--- src/rtl/add_iter_pkg.sv ---
// Shared types for the iterative chunked adder/subtractor.
// Op codes, FSM states and op decode helpers.
package add_iter_pkg;

  typedef enum logic [1:0] {
    OP_ADD  = 2'd0,
    OP_SUB  = 2'd1,
    OP_ADDU = 2'd2,
    OP_SUBU = 2'd3
  } op_e;

  typedef enum logic [1:0] {
    S_IDLE = 2'd0,
    S_RUN  = 2'd1,
    S_DONE = 2'd2
  } state_e;

  function automatic logic op_is_sub(op_e o);
    return (o == OP_SUB) || (o == OP_SUBU);
  endfunction

  function automatic logic op_is_signed(op_e o);
    return (o == OP_ADD) || (o == OP_SUB);
  endfunction

endpackage

--- src/rtl/add_chunk.sv ---
// One CHUNK-bit slice adder with carry in/out.
// Also exposes operand MSBs for signed overflow detection.
module add_chunk #(
  parameter int CHUNK = 8
) (
  input  logic [CHUNK-1:0] a_i,
  input  logic [CHUNK-1:0] b_i,
  input  logic             cin_i,
  output logic [CHUNK-1:0] sum_o,
  output logic             cout_o,
  output logic             a_msb_o,
  output logic             b_msb_o
);

  logic [CHUNK:0] full;

  assign full    = {1'b0, a_i} + {1'b0, b_i}
                 + {{CHUNK{1'b0}}, cin_i};
  assign sum_o   = full[CHUNK-1:0];
  assign cout_o  = full[CHUNK];
  assign a_msb_o = a_i[CHUNK-1];
  assign b_msb_o = b_i[CHUNK-1];

endmodule

--- src/rtl/add_iter.sv ---
// Iterative adder/subtractor: one CHUNK-bit slice per cycle,
// valid/ready on both sides, flags registered with the result.
module add_iter
  import add_iter_pkg::*;
#(
  parameter int WIDTH = 32,
  parameter int CHUNK = 8
) (
  input  logic             clk,
  input  logic             rst,
  input  logic             in_valid,
  output logic             in_ready,
  input  op_e              op,
  input  logic [WIDTH-1:0] digit1,
  input  logic [WIDTH-1:0] digit2,
  output logic             out_valid,
  input  logic             out_ready,
  output logic [WIDTH-1:0] result,
  output logic             carry,
  output logic             overflow,
  output logic             zero
);

  localparam int N    = (CHUNK > 0) ? (WIDTH / CHUNK) : 1;
  localparam int IDXW = (N > 1) ? $clog2(N) : 1;

  if (CHUNK < 1) begin : g_bad_chunk
    $error("add_iter: CHUNK must be >= 1");
  end else if ((WIDTH % CHUNK) != 0) begin : g_bad_width
    $error("add_iter: WIDTH must be a multiple of CHUNK");
  end

  state_e            state_q;
  logic [IDXW-1:0]   idx_q;
  logic [WIDTH-1:0]  a_q;
  logic [WIDTH-1:0]  b_q;
  op_e               op_q;
  logic [WIDTH-1:0]  result_q;
  logic              carry_q;
  logic              overflow_q;
  logic              zero_q;
  logic              out_valid_q;

  logic [CHUNK-1:0]  sum;
  logic              cout;
  logic              a_msb;
  logic              b_msb;
  logic [WIDTH-1:0]  result_d;
  logic              last;

  add_chunk #(.CHUNK(CHUNK)) u_chunk (
    .a_i     (a_q[idx_q*CHUNK +: CHUNK]),
    .b_i     (b_q[idx_q*CHUNK +: CHUNK]),
    .cin_i   (carry_q),
    .sum_o   (sum),
    .cout_o  (cout),
    .a_msb_o (a_msb),
    .b_msb_o (b_msb)
  );

  assign last = (idx_q == IDXW'(N - 1));

  always_comb begin
    result_d = result_q;
    result_d[idx_q*CHUNK +: CHUNK] = sum;
  end

  // b_q holds ~digit2 for subtracts; carry_q seeds the +1.
  always_ff @(posedge clk or posedge rst) begin
    if (rst) begin
      state_q     <= S_IDLE;
      idx_q       <= '0;
      a_q         <= '0;
      b_q         <= '0;
      op_q        <= OP_ADD;
      result_q    <= '0;
      carry_q     <= 1'b0;
      overflow_q  <= 1'b0;
      zero_q      <= 1'b0;
      out_valid_q <= 1'b0;
    end else begin
      unique case (state_q)
        S_IDLE: begin
          if (in_valid) begin
            a_q     <= digit1;
            b_q     <= op_is_sub(op) ? ~digit2 : digit2;
            op_q    <= op;
            carry_q <= op_is_sub(op);
            idx_q   <= '0;
            state_q <= S_RUN;
          end
        end
        S_RUN: begin
          result_q <= result_d;
          carry_q  <= cout;
          idx_q    <= idx_q + IDXW'(1);
          if (last) begin
            state_q     <= S_DONE;
            out_valid_q <= 1'b1;
            zero_q      <= (result_d == '0);
            overflow_q  <= op_is_signed(op_q)
                         & (a_msb == b_msb)
                         & (sum[CHUNK-1] != a_msb);
          end
        end
        S_DONE: begin
          if (out_ready) begin
            state_q     <= S_IDLE;
            out_valid_q <= 1'b0;
          end
        end
        default: state_q <= S_IDLE;
      endcase
    end
  end

  assign in_ready  = (state_q == S_IDLE);
  assign out_valid = out_valid_q;
  assign result    = result_q;
  assign carry     = carry_q;
  assign overflow  = overflow_q;
  assign zero      = zero_q;

endmodule

--- config.mk ---
export PLATFORM = sky130hd
export DESIGN_NAME = add_iter
export DESIGN_NICKNAME = d
export VERILOG_FILES = /design/src/rtl/add_iter_pkg.sv /design/src/rtl/add_chunk.sv /design/src/rtl/add_iter.sv
export SDC_FILE = /design/constraint.sdc
export NUM_CORES = 1
export LEC_CHECK = 0
export CORE_MARGIN = 4
export CORE_UTILIZATION = 45
export DETAILED_ROUTE_END_ITERATION = 6
export PLACE_DENSITY = 0.83
export SKIP_LAST_GASP = 1
export SLEW_MARGIN = 0
export SYNTH_ARGS = -nofsm -noshare
export SYNTH_HDL_FRONTEND = slang
export SYNTH_SLANG_ARGS = --single-unit
--- constraint.sdc ---
create_clock -name clk -period 3.9 [get_ports clk]
set_clock_uncertainty 0.05 [all_clocks]
set_input_delay 0.585 -clock clk [delete_from_list [all_inputs] [get_ports clk]]
set_output_delay 0.585 -clock clk [all_outputs]
set_load 0.02 [all_outputs]
Yosys cells after proc, flatten, opt, wreduce, memory -nomap -nowiden

Index checks and enable logic that the tools add are counted.

Add/sub/neg operators: 4
Eq/ne operators: 11
Shift operators: 4
Muxes and demuxes: 13
Bitwise operators: 3
Reduce and logical (&&, ||, !) cells: 12

Operators by type and width:

| operator                  | number |
|---|---|
| $shiftx A32 B6 Y8         | 2 |
| $neg A5 Y34               | 1 |
| $shift A8 B34 Y32 const A | 1 |
| $shiftx A8 B34 Y32        | 1 |
| $bwmux W32                | 1 |
| $logic_not A32 Y1         | 1 |
| $mux W32                  | 1 |
| $not A32 Y32              | 1 |
| $add A8 B8 Y9             | 1 |
| $add A9 B1 Y9             | 1 |
| $mux W2                   | 4 |
| $eq A2 B1 Y1 const B      | 3 |
| $eq A2 B2 Y1 const B      | 3 |
| $ne A2 B2 Y1 const B      | 3 |
| $pmux W2 S3               | 1 |
| $reduce_and A2 Y1         | 3 |
| $reduce_and A3 Y1         | 2 |
| $logic_not A2 Y1          | 2 |
| $pmux W1 S2               | 2 |
| $pmux W2 S2               | 1 |
| $reduce_bool A2 Y1        | 2 |
| $mux W1                   | 3 |
| $add A2 B1 Y2 const B     | 1 |
| $and A1 B1 Y1             | 2 |
| 3 further kinds           | 4 |

Register bits: 106
Input bits: 70
Output and inout port bits: 37
Logic and storage cells: 57

Longest topological paths before layout

Gate-level depths: netlist of the first run.

Depth after elaboration: 6
Gate-level depth with buffers: 11
Gate-level depth less buffers: 10

Modules after synthesis

A second synthesis of the first run with hierarchy kept.

Cell total of the unflattened synthesis: 501
Area total of the unflattened synthesis: 5139.9 µm²

Modules (own cells, without submodules):

| module    | times used | cells each | area an instance (µm²) | seq. area each (µm²) |
|---|---|---|---|---|
| add_iter  | 1          | 457        | 4793.3                 | 2627.5 |
| add_chunk | 1          | 44         | 346.6                  | 0.0 |

Least setup slack after synthesis of the first run

Ideal clock, no wire load.

Kind: register to register
From: register idx_q[0]
To: register zero_q (netlist: zero)
Setup time: 104 ps
Arrival time: 3131 ps
Required time: 3746 ps
Setup slack: 616 ps
Cell stages (with the launch flop): 10
Buffers on the path: 1
Clock period less this slack: 3284 ps
Cells stage by stage: dfrtp_1 -> buf_2 -> mux4_2 -> fa_1 -> a21o_1 -> a21oi_2 -> xnor2_1 -> or4b_1 -> or3_1 -> o41ai_2

Cells in the longest elaborated chain, start to end: 6
Elaborated cells between the ends (all ways): 11
Classes of those cells: 3 x add/sub; 1 x eq/ne; 4 x shift; 1 x mux; 2 x reduce/logical

Ends and longest elaborated chain:

| item                                        | RTL line                       | source |
|---|---|---|
| start: declaration                          | add_iter.sv:34                 | `logic [IDXW-1:0] idx_q;` |
| start signal: assignment                    | add_iter.sv:96                 | `idx_q <= idx_q + IDXW'(1);` |
| $shiftx A32 B6 Y8, on equally long branches | add_iter.sv:52, add_iter.sv:53 |  |
| $add A8 B8 Y9                               | add_chunk.sv:17                | `assign full = {1'b0, a_i} + {1'b0, b_i}` |
| $add A9 B1 Y9                               | add_chunk.sv:18                | `+ {{CHUNK{1'b0}}, cin_i};` |
| $shiftx A8 B34 Y32                          | add_iter.sv:65                 | `result_d[idx_q*CHUNK +: CHUNK] = sum;` |
| $bwmux W32                                  | add_iter.sv:65                 |  |
| $logic_not A32 Y1                           | add_iter.sv:100                | `zero_q <= (result_d == '0);` |
| end signal: assignment                      | add_iter.sv:100                |  |
| end: declaration                            | add_iter.sv:41                 | `logic zero_q;` |

Several ways; a longest one is shown, not always the timed one.
A chain may end at the register's enable or synchronous reset.

Worst setup path after layout of the first run

Ends and elaborated chain as after synthesis.

==> run metrics, run 1 <==
Tmin final=3390 ps; die width=114 µm; arrival time at the worst endpoint=3580 ps; pin count of the biggest net entering global routing=68; drt first pass iters=4; worst reg2reg path endpoint=zero; All-Layer GR Usage=19.8%; drt wl/cell=16.9 µm; maximum fanout along the worst path=8; PostCTS Resize Cnt=0; H-tree level count=3; Inserted Clock Buffers=9; R2R cell count=9; pins over their slew limit=0; Endpoint, Worst Hold=overflow; Synth Flop Type=dfrtp_1; # setup viols final=0; Area Overhead vs Synth=29.9%; setup tns final=0 ps; met3 Resource Use GR=4.65%; IO Count=107; DRT iter0 DRCs=238; drt total wl=12.5 mm; CP Launch Type=flip-flop; Final nets=682; Switching Share=42.8%; GRT overflow=0; Placed Area=0.00626 mm²; CP cell instances=buf_4, mux4_2, ha_1, a21o_1, a21oi_2, xnor2_1, or4b_1, or3_1, o41ai_2; count leader, synth=nand2_1; Slew @ Worst Pin=1210 ps; FF-to-FF Start=idx_q[0]; critical path type=reg -> reg; Net Switching=2.64 mW; busiest layer in global routing=met2; gpl congestion=0.922; vias in the first global route=4142; vias=3996; peak supply drop=0.000491 V; Post-synth top cells=155 x nand2_1, 105 x dfrtp_1, 50 x o21ai_0; Worst Hold Launch=op_q[1]; area of the multi-input gates=0.00230 mm²; fill count=915; Int Pwr=3.53 mW; clock share of power=15.5%; Final WS setup=506 ps; Rows=38; TritonCTS clock tree=built; Root Buffer=clkbuf_16; final instance area=0.00658 mm²; syn_area_per_cell=10.2 µm²; Final Hold Viols=0; RSZ-0062 raised after global routing=false; # diodes=0; hold buffers post-CTS=0; FF+latch count, synth=105; Final ANT Viol Nets=0; Hold Path Depth=1; Clock Pin Slew Worst Setup and Hold Paths=60 ps; min-delay worst type=reg -> reg; Slowest cell on crit path=dfrtp_1; clk buf depth=2; EDFF count, synth=0; synthesis warning total=0; Mapped Nets=582; r2r setup slk=510 ps; share of layout cells above drive strength 1=8.00%; crit end category=flip-flop; grt met2 use=33.5%; DRC=0; critical path's top delay family=simple AND/OR/NAND/NOR gates; worst-skew pair later-pin latency=340 ps; Fmax=0.295 GHz; post-synth top area cell=dfrtp_1; Buf/Inv on CP=1; CP max stage delay=570 ps; global-route wire length before repair=20.5 mm; met1 usage=25.5%; Clock Sinks=105; postcts setup bufs=0; fin crit share=87.0%; Comb pwr share=53.1%; Die Area=0.0130 mm²; Seq. cell area=0.00263 mm²; CP required=4080 ps; initial antenna violation count=0; slew margin rel.=19.4%; dpl ws=531 ps; Detail Placement HPWL=9.45 mm; Syn Inst Count=497; sequential element share of the synthesized area=51.9%; vias per inst=5.40; post-synthesis instance area=0.00506 mm²; Die Y-Extent=114 µm; Synth top area share=51.9%; leak pwr=2.94 nW; status=complete, no violations; initial cell density of the core=46.3%; Async S/R FF share, synth=100%; Cell variety after synth=40; Synth area leaders=dfrtp_1 52%, nand2_1 11%, mux4_2 7.1%; Pwr Density=939 mW/mm²; I/O Buffers=106; Reg power frac=31.4%; MaxCap Viol Count=0; Core Footprint=0.0109 mm²
==> flip-flops by register name (all words and copies together) (netlist names) <==
register and count:
op_q 1, carry 1, zero 1, out_valid 1
a_q 32, idx_q 2, b_q 32, state_q 2
overflow 1, result 32
==> metal layers <==
layer  wire length (µm)  share of wire, %
met1               5180                41
met2               6220                50
met3                887               7.1
met4                223               1.8
met5                  0                 0
==> logic make-up (layout without fill, tap and decap cells) <==
group / count (synthesis) / after routing / share of synthesized area, %
AO/OA/AOI/OAI: 96 / 96 / 12.2
AND/OR/NAND/NOR: 191 / 191 / 15.3
buffers and inverters: 35 / 138 / 2.65
multiplexers: 17 / 17 / 7.32
adder cells (fa/ha/maj): 15 / 15 / 4.01
XOR/XNOR: 38 / 38 / 6.58
flip-flops: 105 / 105 / 51.9
==> layout make-up <==
class | instances | area share [%]
flip-flops and latches | 105 | 40.0
multi-input cells | 357 | 35.0
repair buffers | 113 | 16.9
clock buffers | 11 | 3.84
well taps | 140 | 2.66
clock inverters | 3 | 0.990
inverters | 11 | 0.666
==> cells in the final DEF (no fill, tap or decap), drive strengths merged, types with 3 or more instances in the layout <==
cell type,netlist,final
xnor2,35,35
dfrtp,105,105
buf,6,8
nor3,6,6
or3,3,3
nand2,155,155
a22o,20,20
a21oi,10,10
o21a,3,3
nand3,5,5
o21ai,50,50
ha,13,13
clkdlybuf4s50,0,105
nor4,6,6
nor2,9,9
inv,11,11
mux4,16,16
clkbuf,18,11
xor2,3,3
==> worst max-delay path by stage <==
stage | depth (start not counted) | end | from | slack (ps)
3_3_place_gp | 9 | zero | idx_q[0] | 650
2_1_floorplan | 1 | a_q[0] | rst | 500
4_1_cts | 9 | zero | idx_q[0] | 480
6_report | 9 | zero | idx_q[0] | 510
5_1_grt | 9 | zero | idx_q[0] | 290
3_5_place_dp | 9 | zero | idx_q[0] | 530
==> metrics by stage <==
step	instances	power, mW	hold WS, ps	util [%]
floorplan	497	4.04	383	-
global placement	726	4.99	407	57.2
finish	740	6.17	417	60.1
detailed placement	726	5.16	407	57.2
CTS	740	6.16	417	60.1
global route	740	6.57	444	60.1
==> power by group through the flow <==
| stage | combinational, mW | sequential [mW] | clock [mW] |
|---|---|---|---|
| final | 3.28 | 1.94 | 0.956 |
| after detailed placement | 3.22 | 1.95 | 0 |
| after CTS | 3.26 | 1.94 | 0.965 |
| after floorplan | 2.08 | 1.97 | 0 |
| after global routing | 3.58 | 1.99 | 1.01 |
| after global placement | 3.07 | 1.92 | 0 |
Note: power is estimated with default switching activity, not from simulation.
==> inputs of run 2 (changes only) <==
--- a/config.mk
+++ b/config.mk
@@ -8,7 +8,7 @@
 export CORE_MARGIN = 4
 export CORE_UTILIZATION = 45
 export DETAILED_ROUTE_END_ITERATION = 6
-export PLACE_DENSITY = 0.83
+export PLACE_DENSITY = 0.86
 export SKIP_LAST_GASP = 1
 export SLEW_MARGIN = 0
 export SYNTH_ARGS = -nofsm -noshare
==> constraint.sdc (replaced) <==
create_clock -name clk -period 2.8 [get_ports clk]
set_clock_uncertainty 0.05 [all_clocks]
set_input_delay 0.42 -clock clk [delete_from_list [all_inputs] [get_ports clk]]
set_output_delay 0.42 -clock clk [all_outputs]
set_load 0.02 [all_outputs]
==> run metrics, run 2 (synthesis gave the netlist of run 1 again) <==
Root Buffer=clkbuf_16; MaxCap Viol Count=0; Area Overhead vs Synth=34.1%; Slowest cell on crit path=mux4_2; H-tree level count=3; share of layout cells above drive strength 1=12.3%; drt first pass iters=4; Clock Sinks=105; CP required=2990 ps; status=complete, but fails checks; Final ANT Viol Nets=0; critical path type=reg -> reg; # setup viols final=11; slew margin rel.=42.5%; # diodes=0; leak pwr=3.02 nW; drt wl/cell=16.3 µm; Routed met3 length=633 µm; All-Layer GR Usage=19.7%; initial cell density of the core=46.3%; Core Footprint=0.0109 mm²; arrival time at the worst endpoint=3150 ps; worst-skew pair later-pin latency=340 ps; fill count=903; RSZ-0062 raised after global routing=true; global-route wire length before repair=20.4 mm; initial antenna violation count=0; pins over their slew limit=0; fin crit share=106%; peak supply drop=0.000892 V; GRT overflow=0; Fmax=0.337 GHz; CP max stage delay=510 ps; CP cell instances=buf_6, mux4_2, ha_1, a21o_1, a21oi_2, xnor2_1, or4b_1, or3_1, o41ai_2; Seq. cell area=0.00263 mm²; drt total wl=12.4 mm; crit end category=flip-flop; DRC=0; min-delay worst type=reg -> reg; vias in the first global route=4241; vias per inst=5.35; Rows=38; failing checks=negative setup slack; clk buf depth=2; commonest non-fill, non-tap cell in the layout=nand2_1; maximum fanout along the worst path=7; max layer used=met4; DRT iter0 DRCs=287; Detail Placement HPWL=9.31 mm; Pwr Density=1380 mW/mm²; TritonCTS clock tree=built; hold buffers post-CTS=0; WL met1=5.11 mm; hold slack final=428 ps; Final Hold Viols=0; pin count of the biggest net entering global routing=106; Clock Pin Slew Worst Setup and Hold Paths=70 ps; Die Y-Extent=114 µm; Tmin final=2960 ps; Final WS setup=-163 ps; Slew @ Worst Pin=862 ps; IO Count=107; most frequent cells in the layout=154 x nand2_1, 105 x clkdlybuf4s50_1, 104 x dfrtp_1; Die Area=0.0130 mm²; Inserted Clock Buffers=9; Total Power=9.40 mW; area of the multi-input gates=0.00238 mm²; gpl congestion=0.891; vias=4058; CP Launch Type=flip-flop; Final nets=699; die width=114 µm; met2 routed WL=6.35 mm; I/O Buffers=106
run 2: cell count changes in the layout (fill, tap and decap cells not counted), sizes merged:
| cell | change |
|---|---|
| buf | +17 |
| clkinv | +2 |
| clkinvlp | +3 |
| bufinv | -2 |
| inv | -1 |
run 2: metal layers:
layer / global-route usage (%) / vias up
met5: 0 / -
met4: 7.05 / 0
met3: 3.22 / 28
met2: 33.6 / 137
met1: 25.4 / 1964
li1: - / 1929
run 2: layout make-up:
cell class / instances / share of cell area [%]
timing repair buffer: 130 / 18.7
clock inverter: 5 / 0.608
sequential: 105 / 38.7
tap: 140 / 2.58
inverter: 11 / 0.663
multi-input combinational: 357 / 35.1
clock buffer: 11 / 3.58
run 2: repair_timing:
item | in CTS | in global routing
resized for setup | 6 | 4
pin swaps | 3 | 1
endpoints found under the hold margin | 0 | 0
setup buffers | 2 | 1
setup endpoints to repair | 15 | 19
run 2: metrics by stage:
stage | cell area, µm² | util, % | std cells | worst slack, ps | setup TNS, ps
after detailed placement | 6420 | 58.7 | 740 | -210 | -1430
after floorplan | 5100 | - | 497 | -235 | -340
after global routing | 6790 | 62.1 | 759 | -276 | -2870
after CTS | 6760 | 61.8 | 758 | -181 | -989
final | 6790 | 62.1 | 759 | -163 | -956
after global placement | 6420 | 58.7 | 740 | -159 | -621
run 2: final timing paths:
| kind | slack, ps | end | startpoint | cells after the start |
|---|---|---|---|---|
| worst max register to register | -160 | zero | idx_q[0] | 9 |
| max in group asynchronous | 1730 | a_q[13] | rst | 3 |
| worst min-delay path | 430 | b_q[28] | b_q[28] | 2 |
| min in group asynchronous | 540 | result[19] | rst | 3 |
| worst min register to register | 430 | b_q[28] | b_q[28] | 2 |
| worst max-delay path | -160 | zero | idx_q[0] | 9 |
run 2: critical path, delay by kind of cell, from the launching register on:
kind / cells / cell delay [ps]
xor gates and xnor gates: 1 / 80
and+or+nand+nor: 2 / 770
DFF: 1 / 480
AOI/OAI and AO/OA: 3 / 520
muxes: 1 / 510
buffers and inverters: 1 / 130
adders and majority gates: 1 / 310
run 2: power by group:
group / switching [mW] / internal (mW)
clock: 0.551 / 0.632
sequential: 0.494 / 2.19
combinational: 2.98 / 2.56
==> inputs of run 3 (changes only) <==
--- a/config.mk
+++ b/config.mk
@@ -8,6 +8,7 @@
 export CORE_MARGIN = 4
 export CORE_UTILIZATION = 45
 export DETAILED_ROUTE_END_ITERATION = 6
+export GPL_ROUTABILITY_DRIVEN = 0
 export PLACE_DENSITY = 0.86
 export SKIP_LAST_GASP = 1
 export SLEW_MARGIN = 0
==> run metrics, run 3 (synthesis gave the netlist of run 1 again) <==
Reg power frac=28.1%; setup tns final=-500 ps; All-Layer GR Usage=20.2%; r2r setup slk=-160 ps; Final WS setup=-161 ps; global-route wire length before repair=20.6 mm; met1 usage=24.7%; Inserted Clock Buffers=9; hold buffers post-CTS=0; DRT iter0 DRCs=228; drt wl/cell=16.6 µm; worst-skew pair later-pin latency=340 ps; crit end category=flip-flop; critical path type=reg -> reg; vias=4053; Total Power=9.52 mW; drt first pass iters=4; arrival time at the worst endpoint=3160 ps; min-delay worst type=reg -> reg; Comb pwr share=59.1%; Slew @ Worst Pin=884 ps; CP required=3000 ps; Worst Hold Launch=a_q[23]; vias per inst=5.33; die width=114 µm; R2R cell count=9; pins over their slew limit=0; status=complete, but fails checks; # setup viols final=6; Final nets=700; I/O Buffers=106; initial cell density of the core=46.3%; Rows=38; Clock Pin Slew Worst Setup and Hold Paths=70 ps; IO Count=107; drt total wl=12.6 mm; fill count=870; Root Buffer=clkbuf_16; FF-to-FF Start=idx_q[0]; pin count of the biggest net entering global routing=106; Core Footprint=0.0109 mm²; met3 Resource Use GR=4.65%; DRC=0; CP Launch Type=flip-flop; worst reg2reg path endpoint=zero; # diodes=0; Fmax=0.338 GHz; Placed Area=0.00644 mm²; final instance area=0.00683 mm²; Int Pwr=5.44 mW; commonest non-fill, non-tap cell in the layout=nand2_1; slew margin rel.=41.0%; TritonCTS clock tree=built; Die Y-Extent=114 µm; Area Overhead vs Synth=34.9%; peak supply drop=0.000927 V; RSZ-0062 raised after global routing=true; Clock Sinks=105; grt met2 use=34.3%; vias in the first global route=4230; share of layout cells above drive strength 1=12.7%; clock share of power=12.8%; GRT overflow=0; failing checks=negative setup slack; dpl ws=-194 ps; most frequent cells in the layout=154 x nand2_1, 105 x clkdlybuf4s50_1, 104 x dfrtp_1; Switching Share=42.8%; Final Hold Viols=0; MaxCap Viol Count=0; clk buf depth=2; Tmin final=2960 ps; H-tree level count=3; Net Switching=4.07 mW; fin crit share=106%; fin util=62.4%; Pwr Density=1390 mW/mm²; Endpoint, Worst Hold=a_q[23]; initial antenna violation count=0; maximum fanout along the worst path=5; Final ANT Viol Nets=0; Die Area=0.0130 mm²; Hold Path Depth=2; leak pwr=3.04 nW; Detail Placement HPWL=9.49 mm; busiest layer in global routing=met2
[run 3: worst max-delay path by stage]
| stage | startpoint | end | cells past startpoint |
|---|---|---|---|
| 5_1_grt | idx_q[0] | carry | 10 |
| 3_5_place_dp | idx_q[0] | result[15] | 10 |
| 4_1_cts | idx_q[0] | zero | 8 |
| 3_3_place_gp | idx_q[0] | zero | 8 |
| 2_1_floorplan | idx_q[0] | zero | 9 |
| 6_report | idx_q[0] | zero | 9 |
[run 3: timing repair]
action	in CTS	in global routing
buffers inserted	1	2
resized for setup	5	8
gates cloned	0	0
endpoints found under the setup margin	15	18
pin swaps	5	7
[run 3: stage by stage]
stage	hold WS, ps	cells
after floorplan	383	497
after global placement	406	741
after detailed placement	415	741
after CTS	431	758
after global routing	464	760
final	427	760
[run 3: critical path, cell delays in order (launching register included)]
cell and delay (ps):
dfrtp_2 460, buf_12 130, mux4_2 540, ha_4 260, a21o_1 200, a21oi_2 140, xnor2_1 90, or4b_1 470
or3_1 330, o41ai_2 190
[run 3: metal layers]
metal  part of all wire [%]  wire length (µm)
met5                      0                 0
met3                    6.1               765
met4                    3.7               468
met1                     40              5020
met2                     50              6370
[run 3: area by class of cell]
| type | count | area, µm² | area share, % |
|---|---|---|---|
| multi-input cells | 357 | 2400 | 35.2 |
| repair buffers | 131 | 1280 | 18.8 |
| flip-flops and latches | 105 | 2630 | 38.5 |
| clock inverters | 4 | 26.3 | 0.385 |
| inverters | 11 | 45.0 | 0.660 |
| clock buffers | 12 | 267 | 3.90 |
| well taps | 140 | 175 | 2.57 |
[run 3: power groups by stage]
stage	combinational [mW]	sequential [mW]	clock (mW)
floorplan	3.04	2.74	0
global placement	4.98	2.65	0
detailed placement	5.21	2.68	0
CTS	5.48	2.67	1.23
global route	6.08	2.76	1.29
finish	5.63	2.67	1.22
